==> src/rtl/stepper_move_segmenter.sv <==
// Splits one signed relative (dx, dy) move into per-axis chunks of at most +/-CHUNK_MAX steps
// and sequences them to the X/Y stepper controllers. Optional abort input: STEPPER_SEG_ABORT_EN.
module stepper_move_segmenter #(
    parameter int MOVE_BITS  = 16,
    parameter int COUNT_BITS = 8,
    parameter int WIDTH_BITS = 8
) (
    input  logic                         clk,
    input  logic                         reset,
    input  logic                         clk_en,
    input  logic                         start,
    input  logic signed [MOVE_BITS-1:0]  dx,
    input  logic signed [MOVE_BITS-1:0]  dy,
    input  logic        [WIDTH_BITS-1:0] pulse_width,
    input  logic                         x_done,
    input  logic                         y_done,
`ifdef STEPPER_SEG_ABORT_EN
    input  logic                         abort,
`endif
    output logic signed [COUNT_BITS-1:0] x_num_steps,
    output logic signed [COUNT_BITS-1:0] y_num_steps,
    output logic        [WIDTH_BITS-1:0] step_width,
    output logic                         trigger,
    output logic                         done
);

    localparam int CHUNK_MAX = 2**(COUNT_BITS-1) - 1;

    localparam logic signed [MOVE_BITS-1:0]  REM_HI = MOVE_BITS'(CHUNK_MAX);
    localparam logic signed [MOVE_BITS-1:0]  REM_LO = -REM_HI;
    localparam logic signed [COUNT_BITS-1:0] CNT_HI = COUNT_BITS'(CHUNK_MAX);
    localparam logic signed [COUNT_BITS-1:0] CNT_LO = -CNT_HI;

    typedef enum logic [2:0] {
        S_IDLE,
        S_CHUNK,
        S_ISSUE,
        S_SETTLE,
        S_WAIT
    } state_t;

    state_t                       state_q;
    logic signed [MOVE_BITS-1:0]  rem_x_q, rem_y_q;
    logic signed [MOVE_BITS-1:0]  rem_x_d, rem_y_d;
    logic signed [COUNT_BITS-1:0] x_num_q, y_num_q;
    logic signed [COUNT_BITS-1:0] chunk_x_d, chunk_y_d;
    logic        [WIDTH_BITS-1:0] step_width_q;
    logic                         trigger_q;
    logic                         done_q;
    logic                         abort_pend_q;
    logic                         abort_w;

`ifdef STEPPER_SEG_ABORT_EN
    assign abort_w = abort;
`else
    assign abort_w = 1'b0;
`endif

    // Symmetric clamp: the most negative remainder maps to -CHUNK_MAX, never overflowing the count.
    function automatic logic signed [COUNT_BITS-1:0] clamp_chunk(
        input logic signed [MOVE_BITS-1:0] rem
    );
        if (rem > REM_HI)
            return CNT_HI;
        else if (rem < REM_LO)
            return CNT_LO;
        else
            return rem[COUNT_BITS-1:0];
    endfunction

    always_comb begin
        chunk_x_d = clamp_chunk(rem_x_q);
        chunk_y_d = clamp_chunk(rem_y_q);
        rem_x_d   = rem_x_q - MOVE_BITS'(x_num_q);
        rem_y_d   = rem_y_q - MOVE_BITS'(y_num_q);
    end

    // NOTE: sequential state uses non-blocking assignments so every register samples pre-edge values.
    always_ff @(posedge clk) begin
        if (reset) begin
            state_q      <= S_IDLE;
            rem_x_q      <= '0;
            rem_y_q      <= '0;
            x_num_q      <= '0;
            y_num_q      <= '0;
            step_width_q <= '0;
            trigger_q    <= 1'b0;
            done_q       <= 1'b1;
            abort_pend_q <= 1'b0;
        end else if (clk_en) begin
            unique case (state_q)
                S_IDLE: begin
                    if (start && (dx != '0 || dy != '0)) begin
                        rem_x_q      <= dx;
                        rem_y_q      <= dy;
                        step_width_q <= pulse_width;
                        abort_pend_q <= 1'b0;
                        done_q       <= 1'b0;
                        state_q      <= S_CHUNK;
                    end
                end
                S_CHUNK: begin
                    if (abort_w) begin
                        rem_x_q <= '0;
                        rem_y_q <= '0;
                        x_num_q <= '0;
                        y_num_q <= '0;
                        done_q  <= 1'b1;
                        state_q <= S_IDLE;
                    end else begin
                        x_num_q   <= chunk_x_d;
                        y_num_q   <= chunk_y_d;
                        trigger_q <= 1'b1;
                        state_q   <= S_ISSUE;
                    end
                end
                S_ISSUE: begin
                    trigger_q <= 1'b0;
                    state_q   <= S_SETTLE;
                    if (abort_w) begin
                        rem_x_q      <= '0;
                        rem_y_q      <= '0;
                        abort_pend_q <= 1'b1;
                    end
                end
                S_SETTLE: begin
                    state_q <= S_WAIT;
                    if (abort_w) begin
                        rem_x_q      <= '0;
                        rem_y_q      <= '0;
                        abort_pend_q <= 1'b1;
                    end
                end
                S_WAIT: begin
                    if (x_done && y_done) begin
                        // An aborted move drops whatever remainder the subtraction would leave.
                        if (abort_w || abort_pend_q || (rem_x_d == '0 && rem_y_d == '0)) begin
                            rem_x_q      <= '0;
                            rem_y_q      <= '0;
                            x_num_q      <= '0;
                            y_num_q      <= '0;
                            abort_pend_q <= 1'b0;
                            done_q       <= 1'b1;
                            state_q      <= S_IDLE;
                        end else begin
                            rem_x_q <= rem_x_d;
                            rem_y_q <= rem_y_d;
                            state_q <= S_CHUNK;
                        end
                    end else if (abort_w) begin
                        rem_x_q      <= '0;
                        rem_y_q      <= '0;
                        abort_pend_q <= 1'b1;
                    end
                end
                default: begin
                    trigger_q <= 1'b0;
                    done_q    <= 1'b1;
                    state_q   <= S_IDLE;
                end
            endcase
        end
    end

    assign x_num_steps = x_num_q;
    assign y_num_steps = y_num_q;
    assign step_width  = step_width_q;
    assign trigger     = trigger_q;
    assign done        = done_q;

endmodule

==> config.mk <==
export PLATFORM = sky130hd
export DESIGN_NAME = stepper_move_segmenter
export DESIGN_NICKNAME = d
export VERILOG_FILES = /design/src/rtl/stepper_move_segmenter.sv
export SDC_FILE = /design/constraint.sdc
export NUM_CORES = 1
export LEC_CHECK = 0
export CAP_MARGIN = 20
export CELL_PAD_IN_SITES_DETAIL_PLACEMENT = 1
export CELL_PAD_IN_SITES_GLOBAL_PLACEMENT = 1
export CORE_ASPECT_RATIO = 2
export CORE_UTILIZATION = 44
export CTS_CLUSTER_SIZE = 24
export DETAILED_ROUTE_END_ITERATION = 7
export PLACE_DENSITY_LB_ADDON = 0.1
export SLEW_MARGIN = 30
export SYNTH_ARGS = -nofsm -noshare
export SYNTH_HDL_FRONTEND = slang
export SYNTH_SLANG_ARGS = --single-unit
==> constraint.sdc <==
create_clock -name clk -period 9 [get_ports clk]
set_clock_uncertainty 0.1 [all_clocks]
set_input_delay 1.8 -clock clk [delete_from_list [all_inputs] [get_ports clk]]
set_output_delay 1.8 -clock clk [all_outputs]
set_load 0.02 [all_outputs]
==> results of run 1 <==
## worst max-delay path: cells and delay by family
| family | cells | cell delay (ns) |
|---|---|---|
| buffers and inverters | 2 | 0.79 |
| AOI/OAI and AO/OA | 5 | 0.95 |
| and+or+nand+nor | 3 | 0.80 |
## metrics by stage
stage / area (sq um) / worst slack [ns] / utilization (%) / std cells
floorplan: 4617 / 5.459 / - / 586
global placement: 5391 / 4.535 / 53.12 / 769
detailed placement: 5391 / 4.451 / 53.12 / 769
CTS: 5708 / 4.778 / 56.24 / 785
global route: 5710 / 4.571 / 56.26 / 785
finish: 5710 / 4.788 / 56.26 / 785
## Yosys cell counts, drive strengths merged (3+ instances only)
cell         instances  share of area (%)
dfxtp               61                 26
ha                  30                8.1
o41ai                3               0.57
xor2                 8                1.5
o31ai               15                2.4
or3                  6               0.81
a211oi              18                2.9
and3                 3               0.41
and2                 7                1.0
o21ai               45                4.9
or4                  4               0.73
a41o                14                3.0
inv                 23                1.9
buf                  7               0.92
a311oi               5               0.95
dlygate4sd1          4               0.76
nand3                9               0.98
a21boi               3               0.49
a21o                 7                1.1
a221oi               3               0.57
nor4                19                2.9
a221o                6                1.3
mux2i               10                2.2
xnor2               16                3.0
nand4               11                1.8
clkbuf              18                1.5
nand2b               9                1.2
o21a                 5               0.81
a21oi               55                6.0
nor2                60                4.9
nor3                14                1.6
nand2               35                2.8
nor2b               18                2.4
o211ai              10                1.7
## final cells by class
cell class	count	area (sq um)	share of cell area [%]
clock inverter	6	87.58	1.534
multi-input combinational	473	3167	55.46
inverter	23	86.33	1.512
sequential	61	1221	21.38
timing repair buffer	77	750.7	13.15
tap	135	168.9	2.958
clock buffer	10	229.0	4.010
## sequential cells by signal, indices dropped and copies added (netlist names)
register,flops
state_q,3
rem_y_q,16
trigger,1
rem_x_q,16
step_width,8
x_num_steps,8
done,1
y_num_steps,8
## logic make-up (layout without fill, tap and decap cells)
logic type	Yosys count	count (layout)	synth area share [%]
xor gates and xnor gates	24	24	4.553
AOI/OAI and AO/OA	205	205	29.86
DFF	61	61	26.45
and+or+nand+nor	201	201	22.71
adders and majority gates	32	32	8.997
buffers and inverters	52	116	5.013
muxes	11	11	2.412
## layout by cell type (no fill, tap or decap), types with 3 or more instances in the layout
| cell type | Yosys | routed |
|---|---|---|
| sky130_fd_sc_hd__nor2_1 | 60 | 60 |
| sky130_fd_sc_hd__mux2i_1 | 10 | 10 |
| sky130_fd_sc_hd__inv_1 | 23 | 23 |
| sky130_fd_sc_hd__xor2_1 | 8 | 8 |
| sky130_fd_sc_hd__a221o_1 | 6 | 6 |
| sky130_fd_sc_hd__o31ai_1 | 15 | 15 |
| sky130_fd_sc_hd__a21oi_1 | 55 | 55 |
| sky130_fd_sc_hd__o21a_1 | 5 | 5 |
| sky130_fd_sc_hd__nand4_1 | 10 | 10 |
| sky130_fd_sc_hd__or4_1 | 3 | 3 |
| sky130_fd_sc_hd__or3_1 | 6 | 6 |
| sky130_fd_sc_hd__o41ai_1 | 3 | 3 |
| sky130_fd_sc_hd__clkdlybuf4s50_1 | 0 | 70 |
| sky130_fd_sc_hd__and2_1 | 6 | 6 |
| sky130_fd_sc_hd__nand3_1 | 9 | 9 |
| sky130_fd_sc_hd__clkbuf_16 | 0 | 9 |
| sky130_fd_sc_hd__o211ai_1 | 9 | 9 |
| sky130_fd_sc_hd__a221oi_1 | 3 | 3 |
| sky130_fd_sc_hd__clkinvlp_4 | 0 | 3 |
| sky130_fd_sc_hd__a41o_1 | 14 | 14 |
| sky130_fd_sc_hd__nand2b_1 | 9 | 9 |
| sky130_fd_sc_hd__ha_1 | 30 | 30 |
| sky130_fd_sc_hd__a311oi_1 | 5 | 5 |
| sky130_fd_sc_hd__o21ai_0 | 45 | 45 |
| sky130_fd_sc_hd__xnor2_1 | 16 | 16 |
| sky130_fd_sc_hd__a211oi_1 | 18 | 18 |
| sky130_fd_sc_hd__nor4_1 | 18 | 18 |
| sky130_fd_sc_hd__and3_1 | 3 | 3 |
| sky130_fd_sc_hd__buf_4 | 1 | 6 |
| sky130_fd_sc_hd__dfxtp_1 | 61 | 61 |
| sky130_fd_sc_hd__nand2_1 | 35 | 35 |
| sky130_fd_sc_hd__nor2b_1 | 18 | 17 |
| sky130_fd_sc_hd__a21o_1 | 7 | 7 |
| sky130_fd_sc_hd__nor3_1 | 13 | 13 |
## metal layers
layer	up-vias	wire length, microns	track usage, %	part of all wire, %
met1	2404	6023	32.10	35
met3	79	686	6.241	4.0
met2	180	9146	57.16	54
met5	-	0	0	0
met4	0	1182	22.64	6.9
li1	2335	-	-	-
## power breakdown
group          internal [uW]  switching, uW
clock network            242            131
logic                    220            344
registers                295           30.0
total                    757            505
## worst paths after layout
kind                  startpoint  cells past startpoint        endpoint
setup / recovery           dx[6]                     10      rem_y_q[5]
hold / removal     step_width[0]                      2   step_width[0]
setup reg to reg  y_num_steps[7]                     11  y_num_steps[7]
hold reg to reg    step_width[0]                      2   step_width[0]
==> impl_metrics.py, run 1 <==
metrics = {
    "run_status": {
        "result_of_the_run": "finished, final reports clean",
    },
    "sta": {
        "hold_viol": 0,
        "setup-violations-final": 0,
        "totalNegativeSetupSlack_ns": 0,
        "unrepaired_setup_endpoints_after_global_routing": "false",
        "post-route-period-util_pct": 46.80,
        "worst-slew-pin-transition_ns": 0.7780,
        "max_clock_freq_mhz": 237.4,
        "finalWorstPathRequiredPeriod_ns": 4.212,
        "timing.final.max_slew_violations": 0,
        "fin_worst_hold_slack_ns": 0.3931,
        "slew_headroom_pct": 48.14,
    },
    "logic_synthesis": {
        "synth.avg_cell_area_sq_um": 7.879,
        "ys.flop_type": "sky130_fd_sc_hd__dfxtp_1",
        "synth-edff-count": 0,
        "yosys_register_bits": 61,
        "synth_cells": 586,
        "synth_fp_nets": 664,
        "synth_cell_types": 63,
        "postSynth.asyncResetShare_pct": 0,
        "yosysSeqAreaShare_pct": 26.45,
        "syn-cell-area_sq_mm": 0.004617,
        "ys.warnings.count": 0,
    },
    "worst_setup_path": {
        "critical_path.slowest_cell": "sky130_fd_sc_hd__nor4_1",
        "cp_max_fo": 35,
        "start_kind": "input port",
        "crit_path_end_kind": "flop",
        "reg2reg_slack_ns": 4.86,
        "cell_type_with_the_highest_occurrence_count_on_the_critical_path": "sky130_fd_sc_hd__o21ai_0",
        "cp_cell_sequence": "clkdlybuf4s50_1 > nor4_1 > nand4_1 > o21ai_0 > o21ai_0 > nand3_1 > buf_4 > a21oi_1 > o21a_1 > a211oi_1",
        "timing.critical_path.arrival_ns": 4.34,
        "worst-endpoint-required_ns": 9.13,
        "slowest_delay_ns": 0.47,
        "path_class": "input port to flop",
    },
    "drt": {
        "detailedRoute.firstIterationViolations": 207,
        "drc_errors": 0,
        "num_vias": 4998,
        "drt.antenna.violating_nets": 0,
        "via_per_inst": 6.367,
        "wl_cell_microns": 21.70,
        "dr.pass1.iters": 6,
        "detail_route.wirelength_microns": 17040,
    },
    "power_and_ir_drop": {
        "vdd.ir_drop.worst_mv": 0.1195,
        "final_total_power_uw": 1262,
        "p_leak_uw": 0.002262,
        "power.density_cell_area_mw_per_mm2": 220.9,
    },
    "clock_tree": {
        "cts_tree": "done",
        "cts_repair_resize_count": 0,
        "cts-buffers-inserted": 9,
        "h-tree-depth": 3,
        "holdBufCountCts": 0,
        "cts_num_sinks": 61,
        "post_cts_buffers": 0,
        "clock_latency_ns": 0.34,
        "cts-root-buf": "sky130_fd_sc_hd__clkbuf_16",
        "deepest_clock_path_buffer_count": 2,
        "clkSlewWorstSetupHoldPaths_ns": 0.05,
    },
    "die": {
        "die_w_microns": 74.43,
        "core_region_area_sq_mm": 0.01015,
        "start_util_pct": 45.49,
        "rows": 52,
        "die_outline_area_sq_mm": 0.01093,
        "number_of_top_level_pins": 72,
        "die_height_microns": 146.9,
    },
    "placed_design": {
        "gpl.final_weighted_congestion": 0.9053,
        "post-dp-hpwl_microns": 13080,
        "port_buffers": 71,
    },
    "min_path": {
        "min_path_type": "flop to flop",
    },
    "layout": {
        "drive_gt1_share_pct": 5.077,
        "post_synthesis_to_final_layout_area_growth_pct": 23.69,
        "fin_nets": 723,
        "nFillCells": 1284,
        "antenna_diodes": 0,
    },
    "grt": {
        "grt_max_degree": 48,
        "grt_usage_pct": 32.31,
        "grt_overflow": 0,
        "grt_first_pass_wirelength_microns": 26470,
        "first_global_vias": 5158,
        "grt_antenna_before_repair": 0,
    },
    "flow_run": {
        "timing.max_cap.violations": 0,
    },
}
Note: power is estimated with default switching activity, not from simulation.
==> inputs of run 2 (changes only) <==
--- a/config.mk
+++ b/config.mk
@@ -9,7 +9,7 @@
 export CELL_PAD_IN_SITES_DETAIL_PLACEMENT = 1
 export CELL_PAD_IN_SITES_GLOBAL_PLACEMENT = 1
 export CORE_ASPECT_RATIO = 2
-export CORE_UTILIZATION = 44
+export CORE_UTILIZATION = 36
 export CTS_CLUSTER_SIZE = 24
 export DETAILED_ROUTE_END_ITERATION = 7
 export PLACE_DENSITY_LB_ADDON = 0.1
==> constraint.sdc (replaced) <==
create_clock -name clk -period 3.7 [get_ports clk]
set_clock_uncertainty 0.1 [all_clocks]
set_input_delay 0.74 -clock clk [delete_from_list [all_inputs] [get_ports clk]]
set_output_delay 0.74 -clock clk [all_outputs]
set_load 0.02 [all_outputs]
==> impl_metrics.py, run 2 (synthesized netlist as in run 1, its figures left out) <==
metrics = {
    "sta": {
        "slew_headroom_pct": 49.38,
        "setup-violations-final": 0,
        "timing.final.max_slew_violations": 0,
        "max_clock_freq_mhz": 272.9,
        "finalWorstPathRequiredPeriod_ns": 3.665,
        "setup_ws_ns": 0.03517,
        "worst-slew-pin-transition_ns": 0.7593,
        "post-route-period-util_pct": 99.05,
        "hold_viol": 0,
    },
    "layout": {
        "fin_nets": 766,
        "antenna_diodes": 0,
        "layout.core_utilization_pct": 51.39,
        "drive_gt1_share_pct": 17.49,
        "postLayoutCellArea_sq_mm": 0.006451,
        "reg_top3": "rem_x_q x16, rem_y_q x16",
        "nFillCells": 1500,
        "top_library_cells_by_usage_in_the_layout_fill_and_taps_aside": "sky130_fd_sc_hd__clkdlybuf4s50_1, sky130_fd_sc_hd__nor2_1, sky130_fd_sc_hd__dfxtp_1",
        "mostFrequentLayoutCell": "sky130_fd_sc_hd__clkdlybuf4s50_1",
        "post_synthesis_to_final_layout_area_growth_pct": 39.73,
    },
    "drt": {
        "dr.pass1.iters": 4,
        "detailedRoute.firstIterationViolations": 191,
        "via_per_inst": 6.186,
        "detail_route.wirelength_microns": 19080,
        "num_vias": 5209,
        "drt.antenna.violating_nets": 0,
        "drc_errors": 0,
        "wl_cell_microns": 22.66,
    },
    "clock_tree": {
        "h-tree-depth": 3,
        "clkSlewWorstSetupHoldPaths_ns": 0.06,
        "cts_tree": "done",
        "deepest_clock_path_buffer_count": 2,
        "cts-buffers-inserted": 9,
        "cts_num_sinks": 61,
        "clock_latency_ns": 0.34,
        "cts-root-buf": "sky130_fd_sc_hd__clkbuf_16",
    },
    "grt": {
        "grt_first_pass_wirelength_microns": 28060,
        "grt_usage_pct": 28.61,
        "grt_antenna_before_repair": 0,
        "grt_max_degree": 47,
        "first_global_vias": 5390,
        "grt_overflow": 0,
    },
    "worst_setup_path": {
        "cp_max_fo": 7,
        "start_kind": "flop",
        "crit_path_end_kind": "flop",
        "worst-endpoint-required_ns": 3.83,
        "path_class": "flop to flop",
        "timing.critical_path.arrival_ns": 3.79,
    },
    "placed_design": {
        "post-place-ws_ns": 0.01865,
        "gpl.final_weighted_congestion": 0.8627,
        "post-dp-hpwl_microns": 14300,
        "port_buffers": 71,
        "placement.cell_area_sq_mm": 0.005663,
    },
    "power_and_ir_drop": {
        "final_total_power_uw": 3318,
        "share_comb_of_total_power_pct": 50.1,
        "power.density_cell_area_mw_per_mm2": 514.3,
        "power_frac_clock_pct": 26.0,
        "switching_power_of_the_nets_uw": 1325,
        "vdd.ir_drop.worst_mv": 0.2622,
        "power.share.switching_pct": 39.93,
        "p_leak_uw": 0.002579,
        "p_int_uw": 1993,
        "p_seq_share_pct": 23.8,
    },
    "die": {
        "die_w_microns": 82.08,
        "start_util_pct": 36.77,
        "number_of_top_level_pins": 72,
        "rows": 58,
        "die_height_microns": 162.2,
        "die_outline_area_sq_mm": 0.01331,
        "core_region_area_sq_mm": 0.01255,
    },
    "flow_run": {
        "timing.max_cap.violations": 0,
    },
    "run_status": {
        "result_of_the_run": "finished, final reports clean",
    },
    "min_path": {
        "min_path_type": "flop to flop",
    },
}
==> run 2: changes by cell type in the layout (fill, tap and decap cells not counted), sizes merged <==
cell and delta:
bufinv -1, clkinv +1, buf +42, inv -2, clkbuf +2
==> run 2: final cells by class <==
type | count | area [sq um] | area share, %
Clock buffer | 11 | 252.7 | 3.918
Clock inverter | 4 | 47.55 | 0.7370
Inverter | 23 | 93.84 | 1.455
Multi-Input combinational cell | 473 | 3486 | 54.03
Sequential cell | 61 | 1226 | 19.01
Tap cell | 150 | 187.7 | 2.909
Timing Repair Buffer | 120 | 1157 | 17.94
==> run 2: routing by layer <==
| metal | vias to the layer above | share of wire [%] | GRT usage [%] |
|---|---|---|---|
| li1 | 2420 | - | - |
| met1 | 2583 | 36 | 28.38 |
| met2 | 158 | 55 | 54.02 |
| met3 | 48 | 3.3 | 4.270 |
| met4 | 0 | 5.2 | 15.23 |
| met5 | - | 0 | 0 |
==> run 2: metrics by stage <==
stage	std cells	hold WS (ns)	setup TNS [ns]
5_1_grt	842	0.4268	-0.6452
2_1_floorplan	586	0.3617	0
4_1_cts	825	0.4062	0
6_report	842	0.3952	0
3_5_place_dp	810	0.3880	0
3_3_place_gp	810	0.3660	0
==> run 2: final timing paths <==
check,cells after the start,slack [ns],end,from
max,13,0.04,x_num_steps[3],y_num_steps[7]
min,2,0.40,step_width[2],step_width[2]
max reg2reg,13,0.04,x_num_steps[3],y_num_steps[7]
min reg2reg,2,0.40,step_width[2],step_width[2]
==> run 2: power groups by stage <==
stage	sequential (uW)	combinational, uW	clock [uW]
after CTS	783	1450	872
final	790	1660	864
after detailed placement	796	1440	0
after floorplan	808	872	0
after global placement	794	1410	0
after global routing	795	1780	903
==> run 2: timing repair <==
action	CTS	global route
hold buffers	0	0
buffers inserted	0	16
gates cloned	0	1
pin swaps	0	13
setup endpoints to repair	2	37
gates resized for setup	1	62
==> run 2: worst max-delay path, stage by stage, from the launching register on <==
cell                         delay [ns]
sky130_fd_sc_hd__dfxtp_2           0.35
sky130_fd_sc_hd__clkinvlp_4        0.24
sky130_fd_sc_hd__ha_4              0.30
sky130_fd_sc_hd__a21oi_2           0.19
sky130_fd_sc_hd__buf_4             0.15
sky130_fd_sc_hd__nand4_1           0.14
sky130_fd_sc_hd__o211ai_2          0.15
sky130_fd_sc_hd__or3_1             0.15
sky130_fd_sc_hd__nand4_1           0.15
sky130_fd_sc_hd__or4_4             0.58
sky130_fd_sc_hd__nor4_4            0.36
sky130_fd_sc_hd__nand4_4           0.23
sky130_fd_sc_hd__clkbuf_16         0.22
sky130_fd_sc_hd__a41o_1            0.23
==> inputs of run 3 (changes only) <==
--- a/config.mk
+++ b/config.mk
@@ -6,13 +6,11 @@
 export NUM_CORES = 1
 export LEC_CHECK = 0
 export CAP_MARGIN = 20
-export CELL_PAD_IN_SITES_DETAIL_PLACEMENT = 1
-export CELL_PAD_IN_SITES_GLOBAL_PLACEMENT = 1
 export CORE_ASPECT_RATIO = 2
-export CORE_UTILIZATION = 36
+export CORE_UTILIZATION = 50
 export CTS_CLUSTER_SIZE = 24
 export DETAILED_ROUTE_END_ITERATION = 7
-export PLACE_DENSITY_LB_ADDON = 0.1
+export PLACE_DENSITY = 0.78
 export SLEW_MARGIN = 30
 export SYNTH_ARGS = -nofsm -noshare
 export SYNTH_HDL_FRONTEND = slang
==> impl_metrics.py, run 3 (synthesized netlist as in run 1, its figures left out) <==
metrics = {
    "layout": {
        "layout.core_utilization_pct": 65.29,
        "post_synthesis_to_final_layout_area_growth_pct": 26.59,
        "mostFrequentLayoutCell": "sky130_fd_sc_hd__clkdlybuf4s50_1",
        "fin_nets": 742,
        "drive_gt1_share_pct": 7.773,
        "nFillCells": 763,
        "antenna_diodes": 0,
        "reg_top3": "rem_x_q x16, rem_y_q x16",
        "top_library_cells_by_usage_in_the_layout_fill_and_taps_aside": "sky130_fd_sc_hd__clkdlybuf4s50_1, sky130_fd_sc_hd__dfxtp_1, sky130_fd_sc_hd__nor2_1",
    },
    "clock_tree": {
        "cts-root-buf": "sky130_fd_sc_hd__clkbuf_16",
        "clock_latency_ns": 0.34,
        "holdBufCountCts": 0,
        "cts-buffers-inserted": 9,
        "cts_tree": "done",
        "cts_num_sinks": 61,
        "h-tree-depth": 3,
        "deepest_clock_path_buffer_count": 2,
        "clkSlewWorstSetupHoldPaths_ns": 0.05,
    },
    "worst_setup_path": {
        "cp_cell_sequence": "clkinvlp_4 > buf_4 > ha_1 > a21oi_1 > o21ai_0 > o41ai_1 > xnor2_1 > or3_4 > nor4_4 > nand4_4 > buf_6 > a41o_1",
        "timing.critical_path.arrival_ns": 3.75,
        "crit_family": "simple AND/OR/NAND/NOR gates",
        "critical_path.slowest_cell": "sky130_fd_sc_hd__or3_4",
        "worst-path-buf-inv": 3,
        "crit_path_end_kind": "flop",
        "cp_max_fo": 7,
        "path_class": "flop to flop",
        "start_kind": "flop",
        "worst-endpoint-required_ns": 3.83,
        "slowest_delay_ns": 0.43,
    },
    "die": {
        "number_of_top_level_pins": 72,
        "die_outline_area_sq_mm": 0.009645,
        "rows": 49,
        "core_region_area_sq_mm": 0.008951,
        "die_height_microns": 137.9,
        "die_w_microns": 69.95,
        "start_util_pct": 51.58,
    },
    "power_and_ir_drop": {
        "p_seq_share_pct": 26.0,
        "p_int_uw": 1837,
        "power.density_cell_area_mw_per_mm2": 515.2,
        "vdd.ir_drop.worst_mv": 0.3533,
        "power_frac_clock_pct": 27.8,
        "p_leak_uw": 0.002362,
        "share_comb_of_total_power_pct": 46.2,
        "switching_power_of_the_nets_uw": 1174,
        "power.share.switching_pct": 38.99,
    },
    "sta": {
        "slew_headroom_pct": 40.53,
        "post-route-period-util_pct": 97.74,
        "worst-slew-pin-transition_ns": 0.8900,
        "setup_ws_ns": 0.08353,
        "timing.final.max_slew_violations": 0,
        "finalWorstPathRequiredPeriod_ns": 3.616,
        "hold_viol": 0,
        "max_clock_freq_mhz": 276.5,
        "setup-violations-final": 0,
    },
    "grt": {
        "first_global_vias": 5023,
        "grt_overflow": 0,
        "grt_first_pass_wirelength_microns": 23600,
        "grt_usage_pct": 31.34,
        "grt_antenna_before_repair": 0,
        "grt_max_degree": 47,
    },
    "drt": {
        "drt.antenna.violating_nets": 0,
        "detail_route.wirelength_microns": 15060,
        "dr.pass1.iters": 5,
        "detailedRoute.firstIterationViolations": 413,
        "num_vias": 5086,
        "wl_cell_microns": 19.53,
        "drc_errors": 0,
        "via_per_inst": 6.597,
    },
    "run_status": {
        "result_of_the_run": "finished, final reports clean",
    },
    "placed_design": {
        "post-dp-hpwl_microns": 11240,
        "port_buffers": 71,
        "post-place-ws_ns": 0.03116,
        "gpl.final_weighted_congestion": 0.9260,
    },
    "min_path": {
        "min_path_type": "flop to flop",
    },
    "flow_run": {
        "timing.max_cap.violations": 0,
    },
}
==> run 3: changes by cell type in the layout (fill, tap and decap cells not counted), sizes merged <==
| cell | change |
|---|---|
| clkbuf | +3 |
| buf | -24 |
| clkinv | -2 |
| clkinvlp | -2 |
| inv | +1 |
| clkdlybuf4s50 | +1 |
==> run 3: cell type report <==
| class | instances | area [sq um] | area share [%] |
|---|---|---|---|
| Multi-Input combinational cell | 473 | 3199 | 54.74 |
| Tap cell | 102 | 127.6 | 2.184 |
| Clock inverter | 1 | 30.03 | 0.5138 |
| Sequential cell | 61 | 1221 | 20.89 |
| Timing Repair Buffer | 96 | 918.4 | 15.71 |
| Inverter | 23 | 90.09 | 1.541 |
| Clock buffer | 15 | 257.7 | 4.410 |
==> run 3: worst register-to-register path: cells and delay by family (launching register included) <==
| kind | cells | cell delay, ns |
|---|---|---|
| and+or+nand+nor | 3 | 0.95 |
| AOI/OAI and AO/OA | 4 | 0.93 |
| buffers and inverters | 3 | 0.56 |
| DFF | 1 | 0.39 |
| adders and majority gates | 1 | 0.37 |
| xor gates and xnor gates | 1 | 0.21 |
==> run 3: repair_timing <==
| item | 4_1_cts | 5_1_grt |
|---|---|---|
| setup endpoints to repair | 14 | 36 |
| buffers inserted | 0 | 4 |
| pin swaps | 0 | 5 |
| gates resized for setup | 1 | 9 |
==> run 3: per-layer routing <==
layer | track usage [%] | wire [microns]
met1 | 32.38 | 5542
met2 | 56.68 | 7583
met3 | 4.506 | 924
met5 | 0 | 0
met4 | 23.33 | 1007
==> run 3: final timing paths <==
path	start	slack, ns	depth (start not counted)	to
worst min register to register	done	0.39	2	done
worst min-delay path	done	0.39	2	done
worst max register to register	x_num_steps[7]	0.08	12	x_num_steps[5]
worst max-delay path	x_num_steps[7]	0.08	12	x_num_steps[5]
==> run 3: power groups by stage <==
stage	clock (uW)	sequential, uW	combinational (uW)
2_1_floorplan	0	808	872
3_5_place_dp	0	792	1300
4_1_cts	834	780	1320
5_1_grt	862	789	1490
6_report	838	783	1390
3_3_place_gp	0	790	1280
==> run 3: stage by stage <==
stage	std cells	hold slack, ns	setup TNS (ns)	cell area, sq um	total power [uW]
2_1_floorplan	586	0.3617	0	4617	1680
3_3_place_gp	751	0.3791	0	5480	2068
3_5_place_dp	751	0.3721	0	5480	2095
4_1_cts	767	0.3875	0	5773	2932
5_1_grt	771	0.4131	-0.1863	5844	3139
6_report	771	0.3869	0	5844	3011
